<file path="config.mk">
export PLATFORM = sky130hd
export DESIGN_NAME = trap_seq
export DESIGN_NICKNAME = d
export VERILOG_FILES = /design/src/rtl/trap_pkg.sv /design/src/rtl/trap_seq.sv
export SDC_FILE = /design/constraint.sdc
export NUM_CORES = 1
export LEC_CHECK = 0
export CAP_MARGIN = 0
export CORE_AREA = 2 2 258 260
export CTS_CLUSTER_SIZE = 12
export DETAILED_ROUTE_END_ITERATION = 8
export DIE_AREA = 0 0 260 262
export GPL_TIMING_DRIVEN = 1
export PLACE_DENSITY = 0.64
export RECOVER_POWER = 100
export SLEW_MARGIN = 10
export SYNTH_ARGS = -nofsm -noshare
export SYNTH_HDL_FRONTEND = slang
export SYNTH_SLANG_ARGS = --single-unit
</file>
<file path="constraint.sdc">
create_clock -name clk -period 2.7 [get_ports clk]
set_input_delay 0.675 -clock clk [delete_from_list [all_inputs] [get_ports clk]]
set_output_delay 0.675 -clock clk [all_outputs]
set_load 0.02 [all_outputs]
</file>
<file path="src/rtl/trap_pkg.sv">
// Shared types and constants for the commit-stage trap sequencer.
package trap_pkg;

    typedef enum logic [2:0] {
        K_NORMAL = 3'd0,
        K_CSR    = 3'd1,
        K_MRET   = 3'd2,
        K_SRET   = 3'd3,
        K_URET   = 3'd4,
        K_WFI    = 3'd5
    } kind_e;

    typedef enum logic [2:0] {
        S_IDLE  = 3'd0,
        S_CSR   = 3'd1,
        S_TRAP  = 3'd2,
        S_RET   = 3'd3,
        S_WFI   = 3'd4,
        S_DRAIN = 3'd5
    } state_e;

    localparam logic [63:0] CAUSE_ILLEGAL = 64'd2;
    localparam logic [2:0]  RET_M         = 3'b111;
    localparam logic [2:0]  RET_S         = 3'b101;

    // Interrupt causes carry the interrupt flag in the MSB.
    function automatic logic [63:0] irq_cause(input logic [5:0] code);
        return {1'b1, 57'd0, code};
    endfunction

endpackage

</file>
<file path="src/rtl/trap_seq.sv">
// Commit-stage sequencer: retire, CSR access, trap, xRET and WFI handling,
// followed by the fetch redirect / pipeline flush drain.
module trap_seq
    import trap_pkg::*;
#(
    parameter int unsigned FLUSH_LAT = 2
) (
    input  logic        clk,
    input  logic        rst,
    input  logic        head_vld,
    input  logic [63:0] head_pc,
    input  logic [2:0]  head_kind,
    input  logic        head_exc,
    input  logic [63:0] head_cause,
    input  logic [63:0] head_tval,
    output logic        head_ack,
    output logic        busy,
    output logic        csr_rqst,
    output logic        csr_ein,
    output logic [63:0] csr_epc,
    output logic [63:0] csr_cause,
    output logic [63:0] csr_tval,
    output logic [2:0]  csr_ret,
    input  logic        csr_eout,
    input  logic        csr_flush,
    input  logic        csr_intl,
    input  logic [6:0]  csr_intg,
    input  logic [63:0] csr_tvec,
    input  logic [63:0] csr_mepc,
    input  logic [63:0] csr_sepc,
    output logic        redir,
    output logic [63:0] redir_pc,
    output logic        flush
);

    localparam int unsigned CNT_W = (FLUSH_LAT > 1) ? $clog2(FLUSH_LAT) : 1;
    localparam logic [CNT_W-1:0] CNT_LAST = CNT_W'(FLUSH_LAT - 1);

    state_e             state;
    logic [63:0]        epc;
    logic [63:0]        cause;
    logic [63:0]        tval;
    logic [63:0]        target;
    logic [63:0]        pc_wfi;
    logic               ret_m;
    logic [CNT_W-1:0]   cnt;

    // State and trap/redirect context.
    always_ff @(posedge clk) begin
        if (rst) begin
            state  <= S_IDLE;
            epc    <= '0;
            cause  <= '0;
            tval   <= '0;
            target <= '0;
            pc_wfi <= '0;
            ret_m  <= 1'b0;
            cnt    <= '0;
        end else begin
            unique case (state)
                S_IDLE: begin
                    if (head_vld) begin
                        epc  <= head_pc;
                        tval <= '0;
                        if (csr_intg[6]) begin
                            cause <= irq_cause(csr_intg[5:0]);
                            state <= S_TRAP;
                        end else if (head_exc) begin
                            cause <= head_cause;
                            tval  <= head_tval;
                            state <= S_TRAP;
                        end else begin
                            case (kind_e'(head_kind))
                                K_NORMAL: state <= S_IDLE;
                                K_CSR:    state <= S_CSR;
                                K_MRET, K_SRET: begin
                                    ret_m <= (head_kind == 3'(K_MRET));
                                    state <= S_RET;
                                end
                                K_WFI: begin
                                    pc_wfi <= head_pc + 64'd4;
                                    state  <= S_WFI;
                                end
                                // uret and the unused encodings are illegal
                                default: begin
                                    cause <= CAUSE_ILLEGAL;
                                    state <= S_TRAP;
                                end
                            endcase
                        end
                    end
                end
                S_CSR: begin
                    if (csr_eout) begin
                        cause <= CAUSE_ILLEGAL;
                        tval  <= '0;
                        state <= S_TRAP;
                    end else if (csr_flush) begin
                        target <= epc + 64'd4;
                        state  <= S_DRAIN;
                    end else begin
                        state <= S_IDLE;
                    end
                end
                S_TRAP: begin
                    target <= csr_tvec;
                    state  <= S_DRAIN;
                end
                S_RET: begin
                    target <= ret_m ? csr_mepc : csr_sepc;
                    state  <= S_DRAIN;
                end
                S_WFI: begin
                    if (csr_intl) begin
                        if (csr_intg[6]) begin
                            epc   <= pc_wfi;
                            cause <= irq_cause(csr_intg[5:0]);
                            tval  <= '0;
                            state <= S_TRAP;
                        end else begin
                            target <= pc_wfi;
                            state  <= S_DRAIN;
                        end
                    end
                end
                S_DRAIN: begin
                    if (cnt == CNT_LAST) begin
                        cnt   <= '0;
                        state <= S_IDLE;
                    end else begin
                        cnt <= cnt + CNT_W'(1);
                    end
                end
                default: state <= S_IDLE;
            endcase
        end
    end

    // Output decode; reset forces every output low in the same cycle.
    always_comb begin
        head_ack  = 1'b0;
        busy      = 1'b0;
        csr_rqst  = 1'b0;
        csr_ein   = 1'b0;
        csr_epc   = '0;
        csr_cause = '0;
        csr_tval  = '0;
        csr_ret   = '0;
        redir     = 1'b0;
        redir_pc  = '0;
        flush     = 1'b0;
        if (!rst) begin
            busy      = (state != S_IDLE);
            csr_epc   = epc;
            csr_cause = cause;
            csr_tval  = tval;
            unique case (state)
                S_IDLE: head_ack = head_vld && !csr_intg[6] && !head_exc &&
                                   (head_kind == 3'(K_NORMAL) || head_kind == 3'(K_WFI));
                S_CSR: begin
                    csr_rqst = 1'b1;
                    head_ack = !csr_eout;
                end
                S_TRAP: csr_ein = 1'b1;
                S_RET: begin
                    csr_ret  = ret_m ? RET_M : RET_S;
                    head_ack = 1'b1;
                end
                S_DRAIN: begin
                    flush    = 1'b1;
                    redir    = 1'b1;
                    redir_pc = target;
                end
                default: ;
            endcase
        end
    end

endmodule

</file>
==> results by group, run 1 <==
Outcome
  – Outcome: complete, but fails checks
  – Violations in the final reports: negative setup slack

Clock tree
  – Worst-Skew Late Latency: 0.57 ns
  – Num CTS Buffers: 40
  – Clock tree from TritonCTS: done
  – Cts hold-fix bufs: 0
  – Maximum count of clock buffers along a single path: 3
  – Clock transition at the registers of the reported paths: 0.06 ns
  – CTS Sinks: 325
  – Root buf cell: clkbuf_16
  – CTS H-tree depth: 2

Routing
  – DRT antenna net count: 0
  – Drt via density: 5.119
  – Initial DRC count: 1857
  – Number of iterations in the first detailed-routing pass: 5
  – Post-detailed-routing wire length: 86780 µm
  – Post-route DRC: 0
  – Overall via count from detail_route: 21280
  – Routed wire per std cell: 20.88 µm

Worst setup path
  – Crit. End Element: output pin
  – Count of cells along the worst register-to-register path: 8
  – Critical Path RT: 2.03 ns
  – CP peak stage delay: 0.47 ns
  – Worst EP arrival: 2.21 ns
  – Ordered list of cells on the worst path: clkdlybuf4s50_1 > nor3b_4 > nand2_2 > nor4_4 > a21oi_2 > nor3_2 > buf_4 > buf_6
  – Worst-path fanout max: 2
  – Standard cell with the maximum stage delay on the critical path: clkdlybuf4s50_1
  – Worst Path Class, Setup: input port to output pin
  – Critical Path Source Type: input port

STA
  – Worst hold slack across all endpoints: 0.4433 ns
  – Final-report setup violation count: 13
  – Max_slew headroom: 35.81%
  – Clock period minus worst slack: 2.883 ns
  – Clock skew: 0.01961 ns
  – Final critical-path share of the clock period: 106.8%
  – RSZ-0062 raised after global routing: true
  – TNS Setup: -0.3373 ns
  – Slew at the pin closest to its max-slew limit: 0.9629 ns
  – Max-slew violation total from the final report: 0
  – Final hold violation count: 0
  – Setup slack after layout: -0.1833 ns
  – Achievable clock frequency: 346.8 MHz

Final layout
  – Layout fillers: 6616
  – Utilization after layout: 45.71%
  – Synth-to-layout area growth: 60.68%
  – Count of nets after finishing: 3661
  – Layout Cell Area excl Fill: 29840 µm²
  – Most frequent cells in the layout: clkdlybuf4s50_1 (485), nand2_1 (360), dfxtp_1 (321)
  – Most common cell after layout, fill and taps aside: clkdlybuf4s50_1
  – Area taken by flip-flops and latches: 6521 µm²
  – Layout cell share with drive strength beyond 1: 15.54%
  – Multi-input gate area in the final layout: 11380 µm²

GRT
  – Antenna violations before repair: 6
  – Wire length of the first global-routing pass: 123100 µm
  – Via count of the first global-routing pass: 19710
  – Maximum number of pins on one net before global-route repair: 89
  – Global router's overall resource usage: 23.61%
  – Overflow left after global routing: 0

Synth
  – Ys async rst share: 0%
  – Dominant register cell in the synthesized netlist: dfxtp_1
  – Yosys warning count: 0
  – Count of flip-flops with a built-in enable after synthesis: 0
  – Post-synthesis cell count: 2466
  – Synth unique cells: 66
  – Post-synthesis sequential area ratio: 35.04%
  – Mapped Avg Cell Area: 7.530 µm²
  – Syn_nets: 2869
  – FF+latch count, synth: 325
  – Mapped cell area: 18570 µm²

Placed design
  – Detailed Place HPWL: 64520 µm
  – Worst-case setup slack after placement: -0.4358 ns
  – Port bufs: 665
  – GPL Wtd Cong: 0.9086
  – Placed inst area: 28090 µm²

Hold path
  – Worst Hold Path Cells: 2
  – Hold WC Path Type: register to register

Die
  – Rows: 94
  – Horizontal extent of the die: 260 µm
  – Core Area: 65280 µm²
  – Die area: 68120 µm²
  – Die Y-Extent: 262 µm
  – Number of I/O pins: 666
  – Initial Utilization: 28.45%

Run
  – Max-cap check violation count: 0

Power and ir drop
  – Peak supply drop: 0.0003489 V
  – LEAKAGE: 0.01157 µW
  – Power per cell area: 642.8 nW/µm²
-- routing by layer --
metal / routed length (µm) / track usage, %
met5: 19 / 0
met4: 2252 / 6.402
met3: 6689 / 4.215
met2: 43220 / 42.17
met1: 34590 / 29.05
-- path summary, 6_finish.rpt --
kind | start | endpoint | slack, ns
worst max register to register | state[0] | epc[31] | -0.03
worst min register to register | cause[52] | cause[52] | 0.44
worst max-delay path | head_exc | head_ack | -0.18
worst min-delay path | cause[52] | cause[52] | 0.44
-- metrics by stage --
| step | instances | power, µW |
|---|---|---|
| floorplan | 2466 | 9723 |
| global placement | 4048 | 13720 |
| detailed placement | 4048 | 13740 |
| CTS | 4134 | 19230 |
| global route | 4156 | 20140 |
| finish | 4157 | 19180 |
-- area by class of cell --
class                           count  area share, %
Clock inverter                      9         0.3606
Sequential cell                   325          21.86
Tap cell                          864          3.623
Clock buffer                       63          4.080
Timing Repair Buffer              970          31.78
Antenna cell                        5        0.04194
Inverter                            9         0.1132
Multi-Input combinational cell   1912          38.14
-- sequential cells by signal, indices dropped and copies added (netlist names) --
register	cells
target	64
cnt	1
state	3
tval	64
cause	64
ret_m	1
pc_wfi	64
epc	64
-- cells in the mapped netlist, types with 35 or more instances --
| library cell | number | area share [%] |
|---|---|---|
| mux2i_1 | 66 | 3.6 |
| xnor2_1 | 54 | 2.5 |
| a21oi_1 | 185 | 5.0 |
| a311oi_1 | 75 | 3.5 |
| nand2_1 | 364 | 7.4 |
| buf_1 | 37 | 0.75 |
| clkbuf_1 | 144 | 2.9 |
| and2_1 | 67 | 2.3 |
| xor2_1 | 61 | 2.9 |
| dfxtp_1 | 325 | 35 |
| nor2b_1 | 192 | 6.5 |
| o21ai_0 | 41 | 1.1 |
| nor2_1 | 254 | 5.1 |
| nand3_1 | 181 | 4.9 |
| a211oi_1 | 80 | 3.2 |
| buf_2 | 35 | 0.94 |
-- cell families after synthesis --
| kind of cell | synth area share, % |
|---|---|
| XOR/XNOR | 5.424 |
| AND/OR/NAND/NOR | 32.37 |
| multiplexers | 3.558 |
| buffers and inverters | 4.966 |
| flip-flops | 35.04 |
| AO/OA/AOI/OAI | 18.51 |
| adder cells (fa/ha/maj) | 0.1347 |
-- worst max-delay path, delay by kind of cell --
| kind | cells | cell delay [ns] |
|---|---|---|
| buffers and inverters | 3 | 0.75 |
| and+or+nand+nor | 4 | 0.73 |
| AOI/OAI and AO/OA | 1 | 0.06 |
-- report_power, final --
part	leakage, µW	internal [µW]	switching (µW)
Clock	0.000654	3210	2260
Combinational	0.00826	3310	4240
Sequential	0.00265	5530	632
-- what timing repair did --
action,in CTS,in global routing
buffers inserted,13,13
cloned,1,9
endpoints found under the setup margin,174,137
pin swaps,14,8
resized for setup,360,94
Note: power is estimated with default switching activity, not from simulation.
==> inputs of run 2 (changes only) <==
--- a/config.mk
+++ b/config.mk
@@ -13,6 +13,7 @@
 export GPL_TIMING_DRIVEN = 1
 export PLACE_DENSITY = 0.64
 export RECOVER_POWER = 100
+export REMOVE_ABC_BUFFERS = 1
 export SLEW_MARGIN = 10
 export SYNTH_ARGS = -nofsm -noshare
 export SYNTH_HDL_FRONTEND = slang
==> constraint.sdc (replaced) <==
create_clock -name clk -period 2.67 [get_ports clk]
set_input_delay 0.6675 -clock clk [delete_from_list [all_inputs] [get_ports clk]]
set_output_delay 0.6675 -clock clk [all_outputs]
set_load 0.02 [all_outputs]
==> run 2 against run 1 <==
Effect of this change: the flow still finishes with violations (negative setup slack); highest routed layer unchanged; die area unchanged; clock power is 5.9% higher; count of clock-buffer cells in the layout is 8 lower; largest cell class unchanged.
==> results by group, run 2 (synthesis results as in run 1) <==
Outcome
  – Outcome: complete, but fails checks
  – Violations in the final reports: negative setup slack

Final layout
  – Synth-to-layout area growth: 62.27%
  – Most common cell after layout, fill and taps aside: clkdlybuf4s50_1
  – Most frequent cells in the layout: clkdlybuf4s50_1 (437), nand2_1 (360), dfxtp_1 (321)
  – Utilization after layout: 46.16% (+0.45 points)
  – Layout cell share with drive strength beyond 1: 16.98% (+1.4 points)
  – Layout fillers: 6617 (+0.015%)
  – Layout Cell Area excl Fill: 30130 µm² (+0.99%)
  – Count of nets after finishing: 3643 (-0.49%)

Hold path
  – Hold WC Path Type: register to register
  – Destination of the worst hold path: tval[16]
  – Min-delay src: tval[16]
  – Worst Hold Path Cells: 2 (unchanged)

Worst setup path
  – Cell type group with the largest total delay on the critical path: simple AND/OR/NAND/NOR gates
  – Crit. End Element: output pin
  – Count of cells along the worst register-to-register path: 8 (unchanged)
  – Worst-path fanout max: 2 (unchanged)
  – Critical Path Source Type: register
  – Standard cell with the maximum stage delay on the critical path: dfxtp_2
  – Buf/Inv on CP: 2 (-1)
  – Ordered list of cells on the worst path: nor3_2 > buf_4 > nor3b_4 > nand2_2 > nor4_4 > a21oi_1 > nor3_1 > buf_2
  – Critical Path RT: 2.00 ns (-0.03 ns)
  – Worst Path Class, Setup: register to output pin
  – Endpoint of the lowest-slack register-to-register path: target[61]
  – CP peak stage delay: 0.34 ns (-0.13 ns)
  – Crit. path cell count: 8 (unchanged)
  – Start of the worst register-to-register path: state[2]
  – Worst EP arrival: 2.10 ns (-0.11 ns)
  – R2r setup slk: 0.08 ns (+0.11 ns)

Clock tree
  – Cts hold-fix bufs: 0 (unchanged)
  – Worst-Skew Late Latency: 0.57 ns (about the same)
  – CTS Sinks: 325 (unchanged)
  – Clock transition at the registers of the reported paths: 0.06 ns (about the same)
  – CTS H-tree depth: 2 (unchanged)
  – Maximum count of clock buffers along a single path: 3 (unchanged)
  – Clock tree from TritonCTS: done
  – Num CTS Buffers: 40 (unchanged)
  – Root buf cell: clkbuf_16

GRT
  – Wire length of the first global-routing pass: 124300 µm (+0.91%)
  – Overflow left after global routing: 0 (unchanged)
  – Via count of the first global-routing pass: 20150 (+2.2%)
  – Antenna violations before repair: 12 (+6)
  – Maximum number of pins on one net before global-route repair: 143 (+61%)
  – Global router's overall resource usage: 24.03% (+0.42 points)

Power and ir drop
  – Power per cell area: 640.3 nW/µm² (-0.39%)
  – LEAKAGE: 0.01158 µW (+0.13%)
  – Peak supply drop: 0.0003327 V (-4.6%)

Routing
  – Number of iterations in the first detailed-routing pass: 5 (unchanged)
  – Post-detailed-routing wire length: 86930 µm (+0.18%)
  – Drt via density: 5.069 (-0.97%)
  – Initial DRC count: 1426 (-23%)
  – Routed wire per std cell: 20.98 µm (+0.52%)
  – Overall via count from detail_route: 21000 (-1.3%)
  – Post-route DRC: 0 (unchanged)
  – DRT antenna net count: 0 (unchanged)

STA
  – Slew at the pin closest to its max-slew limit: 0.6949 ns (-0.2680 ns)
  – Clock period minus worst slack: 2.771 ns
  – Max-slew violation total from the final report: 0 (unchanged)
  – Setup slack after layout: -0.1014 ns (+0.08191 ns)
  – Final hold violation count: 0 (unchanged)
  – Final critical-path share of the clock period: 103.8%
  – Final-report setup violation count: 5 (-8)
  – Max_slew headroom: 53.39% (+18 points)
  – Achievable clock frequency: 360.8 MHz
  – Clock skew: 0.02086 ns (+0.001255 ns)
  – RSZ-0062 raised after global routing: true
  – TNS Setup: -0.1213 ns (+0.2160 ns)

Run
  – Max-cap check violation count: 0 (unchanged)

Die
  – Rows: 94 (unchanged)
  – Initial Utilization: 28.45% (unchanged)
  – Horizontal extent of the die: 260 µm (unchanged)
  – Die Y-Extent: 262 µm (unchanged)
  – Number of I/O pins: 666 (unchanged)
  – Core Area: 65280 µm² (unchanged)
  – Die area: 68120 µm² (unchanged)

Placed design
  – Placed inst area: 28120 µm² (about the same)
  – GPL Wtd Cong: 0.8645 (-4.9%)
  – Port bufs: 665 (unchanged)
  – Detailed Place HPWL: 64720 µm (+0.32%)
## run 2: report_power, final
| group | internal (µW) | switching (µW) | total [µW] | leakage [µW] |
|---|---|---|---|---|
| combinational | 3140 | 4160 | 7300 | 0.00825 |
| clock | 3510 | 2280 | 5790 | 0.000685 |
| sequential | 5590 | 610 | 6200 | 0.00265 |
## run 2: final cells by class
cell class                 count  area [µm²]  share of cell area (%)
antenna                       10       25.02                 0.08305
clock buffer                  55        1159                   3.845
clock inverter                16       212.7                  0.7059
inverter                       9       36.28                  0.1204
multi-input combinational   1912       11460                   38.05
sequential                   325        6516                   21.63
tap                          864        1081                   3.588
timing repair buffer         952        9638                   31.99
## run 2: metal layers
layer | share of wire, % | GRT usage (%) | vias up
met2 | 49 | 42.01 | 815
met1 | 39 | 27.99 | 9809
li1 | - | - | 10220
met3 | 7.5 | 5.507 | 148
met4 | 4.1 | 10.71 | 8
met5 | 0.056 | 0 | -
## run 2: worst max path at each step
stage,start,end,slack [ns]
floorplan,state[0],target[50],-6.61
global placement,csr_intg[6],head_ack,-0.56
detailed placement,csr_intg[6],head_ack,-0.56
CTS,state[2],head_ack,-0.23
global route,state[2],head_ack,-0.23
finish,state[2],head_ack,-0.10
## run 2: tightest hold or removal path, delay by kind of cell (launching register included)
family | cells | cell delay, ns
AND/OR/NAND/NOR | 1 | 0.05
flip-flops | 1 | 0.30
AO/OA/AOI/OAI | 1 | 0.05
## run 2: repair_timing
action,in CTS,in global routing
gates cloned,4,5
endpoints found under the setup margin,209,119
pin swaps,3,28
buffers inserted,4,11
gates resized for setup,446,121
## run 2: stage by stage
step | total power (µW) | cells | hold WS, ns | worst slack, ns
after floorplan | 9632 | 2246 | 0.4167 | -6.607
after global placement | 13430 | 4041 | 0.4316 | -0.5552
after detailed placement | 13490 | 4041 | 0.4373 | -0.5608
after CTS | 19330 | 4120 | 0.4445 | -0.2309
after global routing | 20330 | 4140 | 0.4631 | -0.2289
final | 19290 | 4143 | 0.4435 | -0.1014
